[config.mk]
export PLATFORM = sky130hd
export DESIGN_NAME = axi_forwarding_lut
export DESIGN_NICKNAME = d
export VERILOG_FILES = /design/src/rtl/axi_fwd_pkg.sv /design/src/rtl/axi_fwd_table.sv /design/src/rtl/axi_forwarding_lut.sv
export SDC_FILE = /design/constraint.sdc
export NUM_CORES = 1
export LEC_CHECK = 0
export BUFFER_PORTS_ARGS = -buffer_cell sky130_fd_sc_hd__buf_2
export CAP_MARGIN = 20
export CORE_ASPECT_RATIO = 0.7
export CORE_MARGIN = 2
export CORE_UTILIZATION = 53
export DETAILED_ROUTE_END_ITERATION = 8
export PLACE_DENSITY_LB_ADDON = 0.15
export SLEW_MARGIN = 20
export SYNTH_ARGS = -nofsm -noshare
export SYNTH_HDL_FRONTEND = slang
export SYNTH_SLANG_ARGS = --single-unit
[constraint.sdc]
create_clock -name clk -period 21.2 [get_ports clk]
set_clock_uncertainty 0.1 [all_clocks]
set_input_delay 1.06 -clock clk [delete_from_list [all_inputs] [get_ports clk]]
set_output_delay 1.06 -clock clk [all_outputs]
set_load 0.01 [all_outputs]
[src/rtl/axi_fwd_pkg.sv]
// Shared definitions for the AXI-stream forwarding lookup stage.
//   fwd_state_e     : forwarding FSM state encoding (IDLE=0, LOOKUP=1, REQ=2, WAIT_EOP=3)
//   port_width()    : width of the port field of a table entry
//   entry_valid_bit : bit index of the valid flag within a table entry {valid, port}
package axi_fwd_pkg;

    typedef enum logic [1:0] {
        StIdle    = 2'd0,
        StLookup  = 2'd1,
        StReq     = 2'd2,
        StWaitEop = 2'd3
    } fwd_state_e;

    function automatic int unsigned port_width(input int unsigned num_outputs);
        return (num_outputs > 1) ? $clog2(num_outputs) : 1;
    endfunction

    // Entry layout is {valid, port}: valid sits just above the port field.
    function automatic int unsigned entry_valid_bit(input int unsigned num_outputs);
        return port_width(num_outputs);
    endfunction

endpackage

[src/rtl/axi_fwd_table.sv]
// Host-programmable routing table held in flops, one write port and one registered read port.
//   clk, reset          : clock, asynchronous active-high reset (all entries cleared = invalid)
//   wr_en_i/addr/data   : write strobe, index and entry, applied on the clock edge
//   rd_en_i, rd_addr_i  : read request; entry is captured into rd_data_o on the clock edge
//   rd_data_o           : registered read data (holds until the next read)
// A read and a write of the same index on the same edge returns the old entry.
module axi_fwd_table #(
    parameter int unsigned ADDR_WIDTH  = 8,
    parameter int unsigned ENTRY_WIDTH = 2
) (
    input  logic                   clk,
    input  logic                   reset,
    input  logic                   wr_en_i,
    input  logic [ADDR_WIDTH-1:0]  wr_addr_i,
    input  logic [ENTRY_WIDTH-1:0] wr_data_i,
    input  logic                   rd_en_i,
    input  logic [ADDR_WIDTH-1:0]  rd_addr_i,
    output logic [ENTRY_WIDTH-1:0] rd_data_o
);

    localparam int unsigned Depth = 1 << ADDR_WIDTH;

    logic [ENTRY_WIDTH-1:0] mem_q [Depth];
    logic [ENTRY_WIDTH-1:0] rd_data_q;

    always_ff @(posedge clk or posedge reset) begin
        if (reset) begin
            for (int unsigned i = 0; i < Depth; i++) begin
                mem_q[i] <= '0;
            end
            rd_data_q <= '0;
        end else begin
            if (wr_en_i) begin
                mem_q[wr_addr_i] <= wr_data_i;
            end
            if (rd_en_i) begin
                rd_data_q <= mem_q[rd_addr_i];
            end
        end
    end

    assign rd_data_o = rd_data_q;

endmodule

[src/rtl/axi_forwarding_lut.sv]
// Per-input forwarding decision stage for the AXI-stream crossbar.
// Watches one input stream, looks up the header's destination in the routing table, raises a
// one-hot forward request to the chosen slave mux and follows the packet to its last beat.
// It never drives tready and never moves data.
//   clk, reset       : clock, asynchronous active-high reset
//   clear            : synchronous FSM flush (table contents kept)
//   set_stb/addr/data: routing table write port, set_data = {entry_valid, port}
//   i_t*             : observed stream handshake/data
//   forward_valid    : one-hot request to the slave muxes
//   forward_ack      : acknowledges from the slave muxes
//   busy             : high whenever the FSM is not idle
module axi_forwarding_lut
    import axi_fwd_pkg::*;
#(
    parameter int unsigned FIFO_WIDTH     = 64,
    parameter int unsigned DST_WIDTH      = 16,
    parameter int unsigned NUM_OUTPUTS    = 2,
    parameter int unsigned LUT_ADDR_WIDTH = 8,
    parameter int unsigned DEFAULT_PORT   = 0,
    localparam int unsigned PORT_W        = port_width(NUM_OUTPUTS),
    localparam int unsigned VALID_BIT     = entry_valid_bit(NUM_OUTPUTS)
) (
    input  logic                      clk,
    input  logic                      reset,
    input  logic                      clear,
    input  logic                      set_stb,
    input  logic [LUT_ADDR_WIDTH-1:0] set_addr,
    input  logic [PORT_W:0]           set_data,
    input  logic [FIFO_WIDTH-1:0]     i_tdata,
    input  logic                      i_tvalid,
    input  logic                      i_tlast,
    input  logic                      i_tready,
    output logic [NUM_OUTPUTS-1:0]    forward_valid,
    input  logic [NUM_OUTPUTS-1:0]    forward_ack,
    output logic                      busy
);

    fwd_state_e                state_q, state_d;
    logic [LUT_ADDR_WIDTH-1:0] dst_q, dst_d;
    logic [DST_WIDTH-1:0]      hdr_dst;
    logic [PORT_W:0]           rd_entry;
    logic [PORT_W-1:0]         entry_port;
    logic                      entry_hit;
    logic [PORT_W-1:0]         req_port;
    logic                      ack_hit;
    logic                      xfer_last;
    logic                      unused_bits;

    assign hdr_dst     = i_tdata[DST_WIDTH-1:0];
    assign unused_bits = ^{i_tdata[FIFO_WIDTH-1:DST_WIDTH], hdr_dst[DST_WIDTH-1:LUT_ADDR_WIDTH]};

    // The registered read captured on the LOOKUP edge acts as the port register: it holds the
    // entry for the whole REQ/WAIT_EOP span because no other read is issued meanwhile.
    axi_fwd_table #(
        .ADDR_WIDTH  (LUT_ADDR_WIDTH),
        .ENTRY_WIDTH (PORT_W + 1)
    ) u_table (
        .clk       (clk),
        .reset     (reset),
        .wr_en_i   (set_stb),
        .wr_addr_i (set_addr),
        .wr_data_i (set_data),
        .rd_en_i   (state_q == StLookup),
        .rd_addr_i (dst_q),
        .rd_data_o (rd_entry)
    );

    // Valid entries pointing past the last output fall back to the default port.
    assign entry_port = rd_entry[PORT_W-1:0];
    assign entry_hit  = rd_entry[VALID_BIT] && (32'(entry_port) < NUM_OUTPUTS);
    assign req_port   = entry_hit ? entry_port : PORT_W'(DEFAULT_PORT);

    assign ack_hit   = forward_ack[req_port];
    assign xfer_last = i_tvalid & i_tready & i_tlast;

    always_comb begin
        state_d = state_q;
        dst_d   = dst_q;
        unique case (state_q)
            StIdle: begin
                if (i_tvalid) begin
                    dst_d   = hdr_dst[LUT_ADDR_WIDTH-1:0];
                    state_d = StLookup;
                end
            end
            StLookup: state_d = StReq;
            StReq: begin
                // Transfers before the ack are a protocol error and are ignored here.
                if (ack_hit) begin
                    state_d = xfer_last ? StIdle : StWaitEop;
                end
            end
            StWaitEop: begin
                if (xfer_last) begin
                    state_d = StIdle;
                end
            end
            default: state_d = StIdle;
        endcase
        if (clear) begin
            state_d = StIdle;
        end
    end

    always_ff @(posedge clk or posedge reset) begin
        if (reset) begin
            state_q <= StIdle;
            dst_q   <= '0;
        end else begin
            state_q <= state_d;
            dst_q   <= dst_d;
        end
    end

    // Decoded straight from flops, so glitch-free and high only while in REQ.
    assign forward_valid = (state_q == StReq) ? (NUM_OUTPUTS'(1) << req_port) : '0;
    assign busy          = (state_q != StIdle);

endmodule

==> metrics.txt, run 1 <==
total track usage=27.51%; EDFF count, synth=0; Resize count post-CTS=0; startpoint types=flip-flop; Max Freq=199.6 MHz; die area=49,070 um2; vias in the first global route=16,280; global route total overflow=0; peak supply drop=0.06088 mV; Seq cells post-synth=524; Setup violations, final=0; Pwr per Cell Area=86.82 nW/um2; Syn Area/Cell=13.14 um2; # clock sinks=524; HP Class=reg2reg; RSZ-0062 raised after global routing=false; slowest CP cell=a2111oi_1; Longest Clk Path Bufs=3; DRC=0; CP max FO=78; count of final hold-check violations=0; leakage=12.94 nW; prevailing post-synth register cell=dfrtp_1; Rel. slew slack=18.01%; Core ar.=46,570 um2; Tmin final=5.011 ns; total clock buffers created by CTS=51; first-pass GRT wire length=102.0 mm; Yosys cell types=40; Worst-path clk slew=0.07 ns; Max-cap violations=0; total negative slack=0 ns; width of the die=263.9 um; root buf cell=clkbuf_16; DIE HEIGHT=185.9 um; DP HPWL=40.68 mm; DR vias=15,780; routability cong.=0.8711; antenna diode count=0; syn_nets=1,991; WL/cell=26.09 um; final core occ=58.74%; 1st-iter DRT viols=1,196; kind of critical path=reg2reg; Final ANT Viol Nets=0; Critical Path RT=21.56 ns; cts hold-fix bufs=0; final wirelength=65.56 mm; critical path cell sequence=buf_4 -> buf_12 -> mux4_2 -> a22oi_1 -> nand2_1 -> a2111oi_1 -> a311oi_1 -> a32oi_1 -> o31ai_1; worst skew pair latency=0.58 ns; Post-CTS Setup Bufs=0; IO buf count=29; Final Instance Count excl. Fillers=2,513; Syn-to-layout area delta=9.161%; TritonCTS clock tree=done; Gate Count Post-Synth=1,908; Synthesis Warnings=0; Nets=1,942; largest net degree at the start of global routing=154; drt pass-1 iters=5; initial antenna violation count=0; htree depth=2; sequential area share after synthesis=52.32%; Crit path largest cell delay=0.98 ns; num ports=86; CP arrival=5.37 ns; status=completed; layout cells sized above 1=41.82%; Slew Limit Fails=0; Worst Max-Slew Pin Slew=1.227 ns; fin crit share=23.64%; Fin Hold WS=0.4010 ns; synthesized area=25,060 um2; async set-reset flop share out of synthesis=100.0%; Crit. End Element=flip-flop; Initial Util=53.81%; vias per cell=6.281; num rows=66; Cells after DPL=2,418
[layout by cell type (no fill, tap or decap), drive strengths merged, types with 7 or more instances in the layout]
cell type / count
a211oi: 7
a21oi: 13
a22oi: 18
and3: 16
buf: 63
clkbuf: 74
clkinv: 14
dfrtp: 524
inv: 7
mux2: 536
mux2i: 61
mux4: 92
nand2: 275
nand2b: 12
nand3: 19
nor2: 39
nor2b: 11
nor3: 23
nor4: 7
o21ai: 13
o221ai: 16
o22ai: 24
[cells by family after synthesis]
group                  count (synthesis)  share of synthesized area (%)
buffers and inverters                170                          2.821
AOI/OAI and AO/OA                    107                          2.945
muxes                                689                          34.79
and+or+nand+nor                      418                          7.129
DFF                                  524                          52.32
[sequential cells by signal (all words and copies together) (netlist names)]
signal	cells
u_table.rd_data_o	2
state_q	2
dst_q	8
u_table.mem_q	512
[report_power, final]
part	switching, mW	internal, mW	total (mW)	leakage [nW]
logic	0.211	0.135	0.346	4.89
registers	0.0445	1.05	1.10	7.20
clock network	0.399	0.533	0.932	0.849
[critical path: cells and delay by family, from the launching register on]
kind                   cells  cell delay, ns
AND/OR/NAND/NOR            1            0.13
multiplexers               1            0.61
AO/OA/AOI/OAI              5            1.83
flip-flops                 1            0.86
buffers and inverters      2            1.17
[metal layers]
| metal | up-vias | GRT usage (%) | part of all wire, % |
|---|---|---|---|
| li1 | 6819 | - | - |
| met1 | 8405 | 41.46 | 47 |
| met2 | 456 | 40.76 | 43 |
| met3 | 103 | 5.609 | 7.2 |
| met4 | 0 | 7.205 | 2.5 |
| met5 | - | 0 | 0 |
[through the flow]
step                worst slack [ns]  area, um2  power [mW]
floorplan                      5.400      25060       1.340
global placement               16.36      25640       1.452
detailed placement             16.32      25640       1.459
CTS                            16.30      27340       2.389
global route                   16.13      27360       2.464
finish                         16.19      27360       2.375
[area by class of cell]
class / count / area (um2)
clock inverter: 22 / 239.0
multi-input combinational: 1214 / 11290
tap: 612 / 765.7
timing repair buffer: 64 / 446.7
fill: 3794 / 19220
sequential: 524 / 13120
inverter: 4 / 22.52
clock buffer: 73 / 1469
[Yosys cell counts, types with 4 or more instances]
master,n,area (um2)
a2111oi_0,5,43.79
a211oi_1,7,52.55
a21boi_0,4,30.03
a21oi_1,13,65.06
a22oi_1,18,135.1
and2_1,5,31.28
and3_1,16,100.1
buf_2,19,95.09
buf_4,8,60.06
clkbuf_1,135,506.7
dfrtp_1,524,13110
mux2_2,536,6036
mux2i_1,61,610.6
mux4_2,92,2072
nand2_1,275,1032
nand2b_1,12,75.07
nand3_1,19,95.09
nor2_1,39,146.4
nor2b_1,11,68.82
nor3_1,23,115.1
nor4_1,7,43.79
o21ai_0,13,65.06
o221ai_1,16,140.1
o22ai_1,24,150.1
or4_1,4,30.03
[path summary, 6_finish.rpt]
kind / startpoint / end / slack, ns / cells past startpoint
max: dst_q[0]$_DFFE_PP0P_ / u_table.rd_data_o[1]$_DFFE_PP0N_ / 16.19 / 9
min: u_table.mem_q[510]$_DFFE_PP0P_ / u_table.mem_q[510]$_DFFE_PP0P_ / 0.40 / 1
max reg2reg: dst_q[0]$_DFFE_PP0P_ / u_table.rd_data_o[1]$_DFFE_PP0N_ / 16.19 / 9
min reg2reg: u_table.mem_q[510]$_DFFE_PP0P_ / u_table.mem_q[510]$_DFFE_PP0P_ / 0.40 / 1
max in group asynchronous: reset / u_table.mem_q[422]$_DFFE_PP0P_ / 18.16 / 4
min in group asynchronous: reset / u_table.mem_q[46]$_DFFE_PP0P_ / 0.51 / 2
(Power assumes the default switching activity.)
==> run 2, diff against run 1 <==
Clock period 21.2 ns to 4.71 ns, I/O delays scaled along.
==> metrics.txt, run 2 (synthesis gave the netlist of run 1 again) <==
Critical Path RT=5.08 ns (was 21.56 ns); Worst Max-Slew Pin Slew=1.143 ns (was 1.227 ns); DIE HEIGHT=185.9 um (unchanged); die area=49,070 um2 (unchanged); Max-cap violations=0 (unchanged); Rel. slew slack=23.81% (was 18.01%); routability cong.=0.9080 (was 0.8711); status=completed (unchanged); IO buf count=29 (unchanged); Crit. End Element=flip-flop (unchanged); Worst-path clk slew=0.07 ns (about the same); root buf cell=clkbuf_16 (unchanged); DR vias=15,900 (was 15,780); fin worst setup slack=1.060 ns (was 16.19 ns); Final ANT Viol Nets=0 (unchanged); sequential share of power=44.5% (was 46.2%); initial antenna violation count=3 (was 0); HP Class=in2reg (was reg2reg); Final Instance Count excl. Fillers=2,544 (was 2,513); Nets=1,971 (was 1,942); CP arrival=4.02 ns (was 5.37 ns); fin crit share=77.51% (was 23.64%); CP max FO=37 (was 78); Tmin final=3.650 ns (was 5.011 ns); Core ar.=46,570 um2 (unchanged); final core occ=59.98% (was 58.74%); WL/cell=26.28 um (was 26.09 um); total track usage=28.28% (was 27.51%); kind of critical path=reg2reg (unchanged); clock share of power=41.4% (was 39.3%); TritonCTS clock tree=done (unchanged); Comb pwr share=14.1% (was 14.6%); switching part of the total=26.60% (was 27.59%); worst skew pair latency=0.59 ns (was 0.58 ns); post-route design area=27,940 um2 (was 27,360 um2); count of final hold-check violations=0 (unchanged); Resize count post-CTS=0 (unchanged); # clock sinks=524 (unchanged); Largest regs=u_table.mem_q x512, dst_q x8 (unchanged); vias per cell=6.250 (was 6.281); DRC=0 (unchanged); RSZ-0062 raised after global routing=false (unchanged); Setup violations, final=0 (unchanged); Max Freq=273.9 MHz (was 199.6 MHz); drt pass-1 iters=6 (was 5); CP most frequent cell=a22oi_1; number of flip-flops in the largest register=512 (unchanged); Cells after DPL=2,433 (was 2,418); Initial Util=53.81% (unchanged); sw power=2.973 mW (was 655.2 uW); Longest Clk Path Bufs=3 (unchanged); slowest CP cell=dfrtp_4 (was a2111oi_1); Syn-to-layout area delta=11.47% (was 9.161%); total clock buffers created by CTS=51 (unchanged); peak supply drop=0.3123 mV (was 0.06088 mV); critical path cell sequence=buf_12 -> mux4_2 -> a22oi_1 -> nand2_1 -> a2111oi_0 -> nor4_1 -> a22oi_1 -> o41ai_1 (was buf_4 -> buf_12 -> mux4_2 -> a22oi_1 -> nand2_1 -> a2111oi_1 -> a311oi_1 -> a32oi_1 -> o31ai_1); global route total overflow=0 (unchanged); commonest non-fill, non-tap cell in the layout=mux2_2 (unchanged); dpl cell area=25,860 um2 (was 25,640 um2); 1st-iter DRT viols=1,375 (was 1,196); total negative slack=0 ns (unchanged); Reg with most FFs=u_table.mem_q (unchanged); first-pass GRT wire length=104.4 mm (was 102.0 mm); layout cells sized above 1=42.33% (was 41.82%); Fin Hold WS=0.04658 ns (was 0.4010 ns); Cell Int Power=8.204 mW (was 1.720 mW); largest net degree at the start of global routing=144 (was 154); Slew Limit Fails=0 (unchanged); vias in the first global route=16,570 (was 16,280); total power draw=11.18 mW (was 2.375 mW); leakage=13.20 nW (was 12.94 nW); final wirelength=66.86 mm (was 65.56 mm); most frequent cells in the layout=mux2_2 (536), dfrtp_1 (521), nand2_1 (275) (unchanged); Pwr per Cell Area=400.1 nW/um2 (was 86.82 nW/um2); width of the die=263.9 um (unchanged); num rows=66 (unchanged); worst slack, placed=1.112 ns (was 16.32 ns); DP HPWL=42.80 mm (was 40.68 mm); num ports=86 (unchanged); startpoint types=flip-flop (unchanged); htree depth=2 (unchanged); Crit path largest cell delay=0.97 ns (was 0.98 ns)
## run 2: path summary, 6_finish.rpt
path | from | cells after the start | slack [ns] | to
min | set_addr[3] | 3 | 0.05 | u_table.mem_q[57]$_DFFE_PP0P_
max in group asynchronous | reset | 4 | 3.05 | u_table.mem_q[349]$_DFFE_PP0P_
min reg2reg | u_table.mem_q[481]$_DFFE_PP0P_ | 1 | 0.40 | u_table.mem_q[481]$_DFFE_PP0P_
max reg2reg | dst_q[0]$_DFFE_PP0P_ | 8 | 1.06 | u_table.rd_data_o[0]$_DFFE_PP0N_
min in group asynchronous | reset | 3 | 0.30 | u_table.mem_q[44]$_DFFE_PP0P_
max | dst_q[0]$_DFFE_PP0P_ | 8 | 1.06 | u_table.rd_data_o[0]$_DFFE_PP0N_
## run 2: repair_timing
item,4_1_cts,5_1_grt
buffers inserted,0,0
hold buffers,13,0
endpoints found under the hold margin,39,0
## run 2: per-layer routing
metal | GRT usage [%] | share of wire [%] | vias up
li1 | - | - | 6875
met1 | 41.23 | 46 | 8414
met2 | 41.44 | 43 | 497
met3 | 8.070 | 7.8 | 112
met4 | 8.023 | 2.9 | 2
met5 | 0 | 0.019 | -
## run 2: power by group through the flow
stage | registers [mW] | logic, mW | clock network (mW)
floorplan | 4.90 | 1.13 | 0
global placement | 5.04 | 1.54 | 0
detailed placement | 5.05 | 1.55 | 0
CTS | 4.97 | 1.57 | 4.69
global route | 5.00 | 1.69 | 4.89
finish | 4.98 | 1.57 | 4.63
## run 2: cell type report
cell class,count,area [um2]
multi-input cells,1214,11310
flip-flops and latches,524,13120
clock inverters,21,376.6
fillers,3673,18640
repair buffers,93,803.3
well taps,612,765.7
diodes,2,5.005
clock buffers,74,1534
inverters,4,18.77
## run 2: worst max-delay path: cells and delay by family (launching register included)
family | cells | cell delay [ns]
compound gates | 4 | 1.27
flops | 1 | 0.97
mux | 1 | 0.56
buf+inv | 1 | 0.31
simple gates | 2 | 0.27
